**config.mk**
```make
export PLATFORM = sky130hd
export DESIGN_NAME = quarter_wave_gen
export DESIGN_NICKNAME = d
export VERILOG_FILES = /design/src/rtl/quarter_wave_gen.sv
export SDC_FILE = /design/constraint.sdc
export NUM_CORES = 1
export LEC_CHECK = 0
export BUFFER_PORTS_ARGS = -buffer_cell sky130_fd_sc_hd__buf_2
export CORE_MARGIN = 2
export CORE_UTILIZATION = 55
export CTS_CLUSTER_SIZE = 30
export DETAILED_ROUTE_END_ITERATION = 10
export PLACE_DENSITY = 0.88
export SLEW_MARGIN = 20
export SYNTH_ARGS = -nofsm -noshare
export SYNTH_HDL_FRONTEND = slang
export SYNTH_SLANG_ARGS = --single-unit
```
**constraint.sdc**
```tcl
create_clock -name clk -period 3.15 [get_ports clk]
set_clock_uncertainty 0.2 [all_clocks]
set_input_delay 0 -clock clk [delete_from_list [all_inputs] [get_ports clk]]
set_output_delay 0 -clock clk [all_outputs]
set_load 0.02 [all_outputs]
```
**src/rtl/quarter_wave_gen.sv**
```systemverilog
// Quarter-cycle triangle datapath: a prescaler, a magnitude counter and a registered signed sample.
// When QWG_SQUARE_EN is defined, the sq_sel input selects a full-scale square wave instead.
module quarter_wave_gen #(
  parameter int WIDTH = 8,
  parameter int DIV_W = 8
) (
  input  logic             clk,
  input  logic             rst,
  input  logic             en,
  input  logic [DIV_W-1:0] freq,
  input  logic             phase,
  input  logic             sign,
`ifdef QWG_SQUARE_EN
  input  logic             sq_sel,
`endif
  output logic             tick,
  output logic             co,
  output logic [WIDTH:0]   wave
);

  localparam logic [WIDTH-1:0] MAX = '1;

  logic [DIV_W-1:0] pre;
  logic [WIDTH-1:0] cnt;
  logic [WIDTH-1:0] mag;
  logic [WIDTH:0]   mag_ext;
  logic [WIDTH:0]   sample;

  // A >= compare lets a lowered reload take effect at once, with no wrap-around stall.
  assign tick    = rst & en & (pre >= freq);
  assign co      = tick & (cnt == MAX);
  assign mag     = phase ? (MAX - cnt) : cnt;
  assign mag_ext = {1'b0, mag};

  always_comb begin
    sample = sign ? -mag_ext : mag_ext;
`ifdef QWG_SQUARE_EN
    if (sq_sel) sample = sign ? -{1'b0, MAX} : {1'b0, MAX};
`endif
  end

  always_ff @(posedge clk or negedge rst) begin
    if (!rst)      pre <= '0;
    else if (tick) pre <= '0;
    else if (en)   pre <= pre + 1'b1;
  end

  always_ff @(posedge clk or negedge rst) begin
    if (!rst)      cnt <= '0;
    else if (tick) cnt <= cnt + 1'b1;
  end

  // The sample register updates every clock, so phase and sign changes show up even while stalled.
  always_ff @(posedge clk or negedge rst) begin
    if (!rst) wave <= '0;
    else      wave <= sample;
  end

endmodule

```
* Word-level counts from Yosys, hierarchy flattened
Cells that the tools add are included.
** Cells by class
- Div/mod/pow operators :: 0
- $lt $le $gt $ge :: 1
- Reduce and logical (&&, ||, !) cells :: 1
- Bitwise logic cells :: 3
- Eq/ne operators :: 1
- Add/sub/neg operators :: 4
- Multiplexer cells :: 4
- $mul :: 0
- Shifts and indexed selects :: 0
** Operator list (number)
- two-way mux 8 bit :: 3
- adder 8 x 1 -> 8 bit, second input constant :: 2
- two-way mux 9 bit :: 1
- negation 8 -> 9 bit :: 1
- == test 8 bit, second input constant :: 1
- greater-or-equal comparator 8 bit :: 1
- subtractor 8 bit, first input constant :: 1
- AND 1 bit :: 3
- nonzero test 2 bit :: 1
** Storage, ports and cells
- Memories kept :: 0
- Register bits :: 25
- RAM bits :: 0
- Bits in latches :: 0
- Logic and storage cells :: 17
- Output and inout bits :: 11
- Memory bits (read-only) :: 0

* Logic depth before layout (Yosys ltp)
Gate-level depths: netlist of run 1.
- Depth after elaboration :: 4
- Depth in mapped cells :: 9
- Gate-level depth less buffers :: 8

* Worst setup path before layout of run 1
OpenSTA, ideal clock, no wires.
- Path kind :: register -> register
- Start :: register pre[0]
- End :: register pre[1]
- Path buffers :: 1
- Stages on the path, launching flop included :: 9
- Clock period less this slack :: 2263 ps
- Library setup time :: 135 ps
- Data required time :: 2815 ps
- Path slack :: 887 ps
- Data arrival time :: 1928 ps
- Path through :: dfrtp_1 inv_1 ha_1 nand2b_1 a2111oi_0 o31a_1 o21ai_1 buf_2 o22ai_1
** On the way
- Cells in the longest elaborated chain, start to end :: 3
- Elaborated cells on any way between the ends :: 6
- Classes of those cells :: 1 x add/sub; 1 x order compare; 2 x mux; 1 x bitwise; 1 x reduce/logical
** RTL lines
- from (decl) :: line 23 : logic [DIV_W-1:0] pre;
- from (signal assigned) :: line 45 : else if (en) pre <= pre + 1'b1;
- greater-or-equal comparator 8 bit * :: line 30 : assign tick = rst & en & (pre >= freq);
- AND 1 bit * :: line 30
- named net tick :: line 16 : output logic tick,
- two-way mux 8 bit / nonzero test 2 bit (equally long branches)
Mark *: on every way through the listed nets, which the timed path passes. The rest lies on a longest branch. The select of a mux whose other input is x is not followed.
A chain may end at the register's enable or synchronous reset.

* Worst setup path in the final report of run 1
- Start :: register pre[0]
- End :: output co
** On the way
- Cells in the longest elaborated chain, start to end :: 3
** RTL lines
- greater-or-equal comparator 8 bit :: line 30
- AND 1 bit :: line 30
- AND 1 bit :: line 31 : assign co = tick & (cnt == MAX);
- to (decl) :: line 17 : output logic co,
Every way passes these cells.

==> reports/metrics.csv, run 1 <==
stage,metric,value,unit
clocking,CTS tree,done,
worst_setup_path,WP buf/inv,2,
cells_and_area,Nets,190,
synthesis,Post-Synth Simple-Gate Area,16.03,%
sta,period utilization,87.70,%
synthesis,Seq cells post-synth,25,
grt,antenna violations before repair,0,
floorplan,Die Y,55.11,um
routing,Total Wirelength,2.664,mm
routing,Routed Antenna Nets,0,
status,outcome,completed,
sta,final-report setup violation count,0,
placed_design,Area after DPL,1530,sq um
power_and_ir_drop,sequential share of power,49.4,%
clocking,Skew-Pair Late Insertion Delay,0.32,ns
power_and_ir_drop,Pleak,0.7977,nW
clocking,PostCTS Resize Cnt,0,
placed_design,PortBufs,23,
synthesis,sequential element share of the synthesized area,43.55,%
power_and_ir_drop,Clk pwr share,14.6,%
floorplan,core area,2477,sq um
power_and_ir_drop,worst vdd ir,0.0003409,V
grt,first-pass GRT wire length,4.429,mm
clocking,CTS Buf Count,3,
clocking,clock slew at reported path FFs,0.13,ns
worst_setup_path,Crit path largest cell delay,0.55,ns
worst_hold_path,Worst Hold Class,input port to async pin,
clocking,clk root buf,clkbuf_4,
sta,hold violation count in the final report,0,
clocking,cts hold-fix bufs,4,
power_and_ir_drop,PD cells,616.6,nW/um^2
cells_and_area,most frequent cells in the layout,"dfrtp_1, buf_2, inv_1, xnor2_1",
floorplan,Horiz. Die Dim,55.11,um
grt,vias in the first global route,1042,
worst_setup_path,CP Capture Type,output port,
worst_setup_path,data arrival time of the worst path,2.56,ns
synthesis,xor/xnor share of the synthesized area,14.02,%
sta,fin. max-slew vios,0,
placed_design,Placed Instances,188,
synthesis,synthesized area per cell,10.19,sq um
grt,largest net degree at the start of global routing,27,
worst_setup_path,Setup CP Type,flip-flop to output port,
worst_setup_path,crit-path leading delay family,compound AO/OA/AOI/OAI gates,
placed_design,Post-DP HPWL,2.004,mm
cells_and_area,"commonest non-fill, non-tap cell in the layout",dfrtp_1,
routing,post-DR vias/cell,5.653,
placed_design,routability cong.,0.8627,
synthesis,mux contribution to synthesized area,0.6969,%
sta,RSZ-0062 raised after global routing,no,
power_and_ir_drop,switching part of the total,38.55,%
sta,Worst-Margin Slew,0.6806,ns
cells_and_area,fraction of layout cells with a size suffix above 1,19.88,%
synthesis,cell taking the most area after synthesis,dfrtp_1,
sta,setup TNS,0,ns
clocking,H-tree levels,1,
synthesis,Cells after Synth,141,
worst_setup_path,critical path's slowest cell,o21ai_2,
power_and_ir_drop,Switch Pwr,0.3807,mW
synthesis,Yosys warning total,0,
worst_setup_path,worst-path maximum fanout,18,
floorplan,die area,3037,sq um
routing,routed length per instance,13.59,um
clocking,Post-CTS Setup Bufs,0,
synthesis,main combinational cell family by area after synthesis,simple AND/OR/NAND/NOR gates,
synthesis,post-synth cell types,39,
power_and_ir_drop,combinational power share,35.9,%
sta,time the worst path needs with I/O delays and setup,2.763,ns
synthesis,mapped cell area,1436,sq um
worst_setup_path,worst path required time,2.95,ns
cells_and_area,ant diodes,0,
routing,DRT Pass-1 Iters,4,
floorplan,Starting Density,57.98,%
sta,Fmax achieved,362.0,MHz
cells_and_area,# fillers,193,
synthesis,Area contributors post-synth,"dfrtp_1, ha_1, xnor2_1",
synthesis,Synth Area in Adders,9.408,%
synthesis,syn nets,164,
grt,gr usage total,20.75,%
grt,Overflow after GRT,0,
cells_and_area,Final Cell Area,1602,sq um
power_and_ir_drop,internal power component,0.6067,mW
routing,vias after detailed routing,1108,
worst_setup_path,CP startpoint kind,flip-flop,
clocking,Sink Count,25,
cells_and_area,area added between synthesis and finish,11.50,%
cells_and_area,"Core Util, Final",64.65,%
floorplan,# IOs,24,
sta,normalized max-slew margin,54.62,%
routing,Iter 0 DRT Violations,31,
cells_and_area,Post-Layout Cell Count,196,
synthesis,Synth top area share,43.55,%
synthesis,Synth Area in Compound Gates,8.537,%
clocking,clk buf depth,2,
worst_setup_path,crit-path cells,inv_1 > ha_1 > nand2b_1 > a2111oi_0 > o31a_1 > o21ai_2 > and3_1 > buf_2,
routing,drt drc,0,
power_and_ir_drop,PnR Total Power,0.9874,mW
floorplan,total number of placement rows,18,
run,max cap viols,0,
[cell families after synthesis]
| group | Yosys count |
|---|---|
| compound gates | 19 |
| flops | 25 |
| xor+xnor | 23 |
| mux | 1 |
| simple gates | 43 |
| fa+ha+maj | 11 |
| buf+inv | 19 |
[metrics by stage]
step	setup WS [ns]	hold slack (ns)
final	0.3875	0.002085
after floorplan	0.8869	-0.4956
after CTS	0.08601	0.01198
after global routing	0.1749	0.04360
after global placement	0.4598	-0.1674
after detailed placement	0.3646	-0.1667
[state kept, by name, summed over array words and instances, names as in the netlist]
register and flops:
cnt 8, pre 8, wave 9
[final cells by class]
type	count	area [sq um]	area share (%)
Sequential cell	25	625.6	39.06
Clock inverter	1	5.005	0.3125
Inverter	12	45.04	2.812
Clock buffer	3	22.52	1.406
Timing Repair Buffer	28	162.7	10.16
Multi-Input combinational cell	97	703.2	43.91
Tap cell	30	37.54	2.344
[synth_stat cells]
library cell and number:
o31a_1 1, buf_6 1, o2111ai_1 1, xnor2_1 12, and3_1 3, nor2_1 8, clkbuf_8 3, xor2_1 11
a21o_1 1, clkbuf_2 1, o31ai_1 1, nand2b_1 1, dfrtp_1 25, nand3_1 5, inv_1 12, or4_1 1
and4_1 1, or3_1 2, nand4_1 5, a21oi_1 4, a21boi_0 1, o311ai_0 1, maj3_1 1, nor3_1 1
and3_4 1, nand3b_1 1, o21ai_1 1, o22ai_1 1, clkbuf_1 1, o21ai_0 4, ha_1 10, buf_2 1
and3_2 2, a31oi_1 1, and4_2 1, nand2_1 11, a2111oi_0 1, mux2i_1 1, o21a_1 1
[tightest hold or removal path, stage by stage]
cell           delay (ns)
dlygate4sd3_1        0.52
buf_2                0.11
buf_4                0.30
[power groups by stage]
| stage | combinational, mW | sequential (mW) | clock (mW) |
|---|---|---|---|
| 3_3_place_gp | 0.326 | 0.485 | 0 |
| 3_5_place_dp | 0.347 | 0.494 | 0 |
| 5_1_grt | 0.402 | 0.499 | 0.162 |
| 2_1_floorplan | 0.218 | 0.513 | 0 |
| 4_1_cts | 0.354 | 0.487 | 0.147 |
| 6_report | 0.355 | 0.488 | 0.145 |
[worst paths after layout]
| kind | start | endpoint | slack (ns) | cells past startpoint |
|---|---|---|---|---|
| max | pre[0]$_DFFE_PN0P_ | co | 0.39 | 8 |
| min | rst | pre[7]$_DFFE_PN0P_ | 0.002 | 3 |
| max reg2reg | pre[0]$_DFFE_PN0P_ | cnt[7]$_DFFE_PN0P_ | 0.66 | 8 |
| min reg2reg | cnt[6]$_DFFE_PN0P_ | wave[6]$_DFF_PN0_ | 0.34 | 1 |
| max in group asynchronous | rst | pre[1]$_DFFE_PN0P_ | 2.51 | 3 |
| min in group clk | freq[7] | pre[0]$_DFFE_PN0P_ | 0.11 | 6 |
[metal layers]
metal,vias to the layer above,share of wire (%),track usage (%)
met2,43,48,33.33
li1,532,-,-
met5,-,0,0
met1,526,44,26.03
met4,0,2.1,12.20
met3,7,5.7,3.763
No activity file was read; power rests on OpenSTA's default activity.
==> run 2: changes to the inputs <==
- CORE_UTILIZATION: 55 -> 58
- CTS_BUF_LIST: unset -> sky130_fd_sc_hd__clkbuf_4 sky130_fd_sc_hd__clkbuf_8
- PLACE_DENSITY: 0.88 -> 0.92
==> run 2 against run 1 <==
Effect of this change: clock-buffer cell count unchanged; register-to-register slack got worse by 0.02 ns; core utilization increased by 2.6 points; die area decreased by 4.8%; total power increased by 0.80%; setup slack got worse by 0.0041 ns.
==> reports/metrics.csv, run 2 (synthesis gave the netlist of run 1 again) <==
stage,metric,value,unit
routing,Iter 0 DRT Violations,46,
worst_setup_path,worst r2r src,pre[0]$_DFFE_PN0P_,
placed_design,routability cong.,0.8834,
sta,Fmax achieved,361.5,MHz
floorplan,Die Y,53.77,um
clocking,CTS tree,done,
sta,final worst-path setup slack,0.3834,ns
worst_setup_path,data arrival time of the worst path,2.57,ns
sta,setup TNS,0,ns
floorplan,core area,2410,sq um
cells_and_area,fraction of layout cells with a size suffix above 1,19.64,%
worst_setup_path,critical path's slowest cell,o21ai_2,
routing,DRT Pass-1 Iters,4,
worst_setup_path,worst-path maximum fanout,18,
clocking,clock slew at reported path FFs,0.12,ns
routing,routed length per instance,14.15,um
cells_and_area,multi-input logic area,703.2,sq um
routing,drt drc,0,
worst_setup_path,CP Launch Point,pre[0]$_DFFE_PN0P_,
grt,largest net degree at the start of global routing,22,
grt,Overflow after GRT,0,
worst_setup_path,Crit path largest cell delay,0.54,ns
clocking,H-tree levels,1,
routing,Routed Antenna Nets,0,
sta,period utilization,87.83,%
cells_and_area,Nets,192,
cells_and_area,# fillers,162,
floorplan,# IOs,24,
worst_setup_path,worst r2r path cells,8,
cells_and_area,area added between synthesis and finish,12.89,%
cells_and_area,max FFs per register,9,
cells_and_area,most frequent cells in the layout,"dfrtp_1, buf_2, inv_1, xnor2_1",
worst_setup_path,Setup CP Type,flip-flop to output port,
cells_and_area,biggest regs,"wave x9, cnt x8, pre x8",
clocking,clk buf depth,2,
worst_setup_path,CP endpoint,co,
run,max cap viols,0,
placed_design,Post-DP HPWL,2.053,mm
routing,vias after detailed routing,1111,
sta,hold violation count in the final report,0,
worst_setup_path,Reg2Reg Capture Point,cnt[7]$_DFFE_PN0P_,
worst_setup_path,flop-to-flop setup slack,0.64,ns
worst_setup_path,CP startpoint kind,flip-flop,
placed_design,pre-CTS setup slack,0.3379,ns
cells_and_area,"Most flops, register",wave,
sta,normalized max-slew margin,55.43,%
clocking,clk root buf,clkbuf_4,
floorplan,die area,2891,sq um
floorplan,Starting Density,59.61,%
placed_design,PortBufs,23,
status,outcome,completed,
sta,time the worst path needs with I/O delays and setup,2.767,ns
routing,Total Wirelength,2.802,mm
grt,vias in the first global route,1035,
routing,post-DR vias/cell,5.611,
clocking,Sink Count,25,
cells_and_area,"commonest non-fill, non-tap cell in the layout",dfrtp_1,
sta,final-report setup violation count,0,
clocking,PostCTS Resize Cnt,0,
floorplan,Horiz. Die Dim,53.77,um
sta,RSZ-0062 raised after global routing,no,
floorplan,total number of placement rows,18,
power_and_ir_drop,worst vdd ir,0.0004381,V
power_and_ir_drop,PD cells,613.8,nW/um^2
grt,gr usage total,21.91,%
sta,fin. max-slew vios,0,
clocking,CTS Buf Count,3,
worst_setup_path,crit-path cells,inv_1 > ha_1 > nand2b_1 > a2111oi_0 > o31a_1 > o21ai_2 > and3_1 > buf_2,
power_and_ir_drop,Pleak,0.8066,nW
clocking,Skew-Pair Late Insertion Delay,0.31,ns
worst_setup_path,CP Capture Type,output port,
grt,antenna violations before repair,0,
sta,Worst-Margin Slew,0.6684,ns
worst_setup_path,worst path required time,2.95,ns
grt,first-pass GRT wire length,4.512,mm
worst_hold_path,Worst Hold Class,input port to async pin,
cells_and_area,ant diodes,0,
cells_and_area,sequential cell area,625.6,sq um
## run 2: changes by cell type in the layout (fill, tap and decap cells not counted), sizes merged
cell and change:
dlygate4sd3 +2
## run 2: worst min path at each step
| stage | from | endpoint | slack, ns |
|---|---|---|---|
| finish | rst | wave[0]$_DFF_PN0_ | 0.03 |
| global route | rst | wave[7]$_DFF_PN0_ | 0.08 |
| CTS | rst | wave[0]$_DFF_PN0_ | 0.03 |
| detailed placement | rst | pre[0]$_DFFE_PN0P_ | -0.37 |
| global placement | rst | pre[0]$_DFFE_PN0P_ | -0.37 |
| floorplan | rst | cnt[0]$_DFFE_PN0P_ | -0.50 |
## run 2: repair_timing
item,4_1_cts,5_1_grt
endpoints found under the setup margin,0,0
hold buffers,6,0
endpoints found under the hold margin,36,0
setup buffers,0,0
## run 2: stage by stage
step,power (mW),utilization [%],instances,instance area [sq um],hold slack (ns)
floorplan,0.7306,-,141,1436,-0.4956
global placement,0.8093,63.50,188,1530,-0.3662
detailed placement,0.8369,63.50,188,1530,-0.3654
CTS,0.9884,67.13,198,1618,0.03280
global route,1.059,67.29,198,1622,0.08330
finish,0.9953,67.29,198,1622,0.03037
## run 2: power by group
group          switching (mW)  leakage [nW]  internal (mW)
Clock                  0.0891        0.0177         0.0474
Combinational           0.205         0.477          0.167
Sequential             0.0838         0.312          0.403
## run 2: layout make-up
type / instances / area share [%]
clock buffer: 3 / 1.389
inverter: 12 / 2.778
sequential: 25 / 38.58
multi-input combinational: 97 / 43.36
tap: 30 / 2.315
clock inverter: 1 / 0.3086
timing repair buffer: 30 / 11.27
## run 2: metal layers
layer	routed length, um	track usage (%)
met1	1178	29.16
met4	26	8.547
met2	1386	35.98
met3	211	3.056
met5	0	0
## run 2: worst max-delay path, delay by kind of cell (launching register included)
family / cells / cell delay [ns]
DFF: 1 / 0.41
and+or+nand+nor: 2 / 0.37
adders and majority gates: 1 / 0.27
AOI/OAI and AO/OA: 3 / 0.96
buffers and inverters: 2 / 0.26
==> run 3: changes to the inputs <==
- PLACE_DENSITY: 0.92 -> 0.82
==> run 3 against run 2 <==
Effect of this change: global-route usage increased by 0.41 points; total power is 1.1% lower; cell count down 0.51%; non-clock buffer count is 1 lower; sequential power is essentially flat; core utilization shrank 0.31 points; via count down 3.4%; final area fell by 0.46%; clock power increased by 4%; setup slack worse by 0.0025 ns; first-iteration DRC count decreased by 26%.
==> reports/metrics.csv, run 3 (synthesis gave the netlist of run 1 again) <==
stage,metric,value,unit
clocking,clk buf depth,2,
cells_and_area,sequential cell area,625.6,sq um
worst_hold_path,Worst Hold Class,input port to async pin,
sta,final worst-path setup slack,0.3808,ns
floorplan,Starting Density,59.61,%
grt,largest net degree at the start of global routing,21,
floorplan,core area,2410,sq um
cells_and_area,Nets,191,
placed_design,Post-DP HPWL,1.975,mm
worst_setup_path,Setup CP Type,flip-flop to output port,
worst_setup_path,Crit path largest cell delay,0.57,ns
clocking,H-tree levels,1,
placed_design,routability cong.,0.8449,
run,max cap viols,0,
sta,fin. max-slew vios,0,
cells_and_area,biggest regs,"wave x9, cnt x8, pre x8",
cells_and_area,Post-Layout Cell Count,197,
routing,post-DR vias/cell,5.447,
clocking,CTS tree,done,
floorplan,Horiz. Die Dim,53.77,um
worst_setup_path,worst path required time,2.95,ns
routing,Iter 0 DRT Violations,34,
routing,Routed Antenna Nets,0,
power_and_ir_drop,worst vdd ir,0.0004680,V
routing,drt drc,0,
sta,RSZ-0062 raised after global routing,no,
cells_and_area,ant diodes,0,
clocking,clock slew at reported path FFs,0.12,ns
cells_and_area,most frequent cells in the layout,"dfrtp_1, buf_2, inv_1, xnor2_1",
floorplan,Die Y,53.77,um
routing,vias after detailed routing,1073,
cells_and_area,"Most flops, register",wave,
sta,time the worst path needs with I/O delays and setup,2.769,ns
cells_and_area,Final Cell Area,1614,sq um
floorplan,die area,2891,sq um
power_and_ir_drop,PD cells,609.7,nW/um^2
clocking,CTS Buf Count,3,
worst_setup_path,Reg2Reg Capture Point,cnt[5]$_DFFE_PN0P_,
clocking,Skew-Pair Late Insertion Delay,0.30,ns
clocking,clk root buf,clkbuf_4,
routing,Total Wirelength,2.759,mm
clocking,PostCTS Resize Cnt,0,
floorplan,# IOs,24,
status,outcome,completed,
grt,first-pass GRT wire length,4.533,mm
worst_setup_path,crit-path cells,inv_1 > ha_1 > nand2b_1 > a2111oi_0 > o31a_1 > o21ai_2 > and3_1 > buf_2,
sta,Fmax achieved,361.1,MHz
cells_and_area,max FFs per register,9,
placed_design,pre-CTS setup slack,0.2740,ns
worst_setup_path,worst-path maximum fanout,18,
sta,normalized max-slew margin,52.92,%
worst_setup_path,worst r2r path cells,8,
placed_design,PortBufs,23,
routing,routed length per instance,14.01,um
worst_setup_path,data arrival time of the worst path,2.57,ns
placed_design,Area after DPL,1530,sq um
placed_design,Placed Instances,188,
grt,vias in the first global route,1014,
grt,antenna violations before repair,0,
cells_and_area,multi-input logic area,703.2,sq um
cells_and_area,# fillers,159,
sta,final-report setup violation count,0,
cells_and_area,area added between synthesis and finish,12.37,%
worst_setup_path,CP Capture Type,output port,
sta,Worst-Margin Slew,0.7061,ns
cells_and_area,"commonest non-fill, non-tap cell in the layout",dfrtp_1,
clocking,Sink Count,25,
grt,gr usage total,22.33,%
floorplan,total number of placement rows,18,
worst_setup_path,critical path's slowest cell,o21ai_2,
sta,setup TNS,0,ns
worst_setup_path,CP startpoint kind,flip-flop,
sta,hold violation count in the final report,0,
worst_setup_path,flop-to-flop setup slack,0.60,ns
routing,DRT Pass-1 Iters,6,
cells_and_area,fraction of layout cells with a size suffix above 1,19.76,%
sta,Fin Hold WS,0.03617,ns
worst_setup_path,worst r2r src,pre[0]$_DFFE_PN0P_,
grt,Overflow after GRT,0,
power_and_ir_drop,Pleak,0.8026,nW
sta,period utilization,87.91,%
[run 3: changes by cell type in the layout (fill, tap and decap cells not counted)]
cell           delta
dlygate4sd3_1     -1
clkbuf_4          +1
clkinv_2          -1
[run 3: final cells by class]
type | count | area share, %
clock buffers | 4 | 1.860
inverters | 12 | 2.791
multi-input cells | 97 | 43.57
flip-flops and latches | 25 | 38.76
well taps | 30 | 2.326
repair buffers | 29 | 10.70
[run 3: through the flow]
stage          util, %  total power, mW
2_1_floorplan        -           0.7306
3_3_place_gp     63.50           0.8119
3_5_place_dp     63.50           0.8353
4_1_cts          66.82           0.9867
5_1_grt          66.98            1.064
6_report         66.98           0.9841
[run 3: power by group]
part / switching, mW / internal [mW] / leakage [nW]
Sequential: 0.0841 / 0.403 / 0.312
Clock: 0.0850 / 0.0580 / 0.0184
Combinational: 0.199 / 0.155 / 0.472
[run 3: routing by layer]
layer,global-route usage (%),share of wire (%),up-vias
met1,29.87,46,496
li1,-,-,538
met5,0,0,-
met2,36.79,48,35
met3,2.778,4.7,4
met4,8.547,0.83,0
[run 3: worst max-delay path by stage]
stage / slack [ns] / cells past startpoint / from / endpoint
after CTS: 0.06 / 8 / pre[0]$_DFFE_PN0P_ / co
after global routing: 0.20 / 8 / pre[0]$_DFFE_PN0P_ / co
after floorplan: 0.89 / 8 / pre[0]$_DFFE_PN0P_ / pre[1]$_DFFE_PN0P_
after global placement: 0.46 / 8 / pre[0]$_DFFE_PN0P_ / cnt[7]$_DFFE_PN0P_
after detailed placement: 0.27 / 8 / pre[0]$_DFFE_PN0P_ / cnt[5]$_DFFE_PN0P_
final: 0.38 / 8 / pre[0]$_DFFE_PN0P_ / co
[run 3: what timing repair did]
| item | in CTS | in global routing |
|---|---|---|
| hold buffers | 5 | 0 |
| hold endpoints to repair | 35 | 0 |
| setup buffers | 0 | 0 |
[run 3: critical path: cells and delay by family (launching register included)]
| kind | cells | cell delay [ns] |
|---|---|---|
| compound gates | 3 | 1.00 |
| buf+inv | 2 | 0.25 |
| simple gates | 2 | 0.35 |
| fa+ha+maj | 1 | 0.26 |
| flops | 1 | 0.41 |
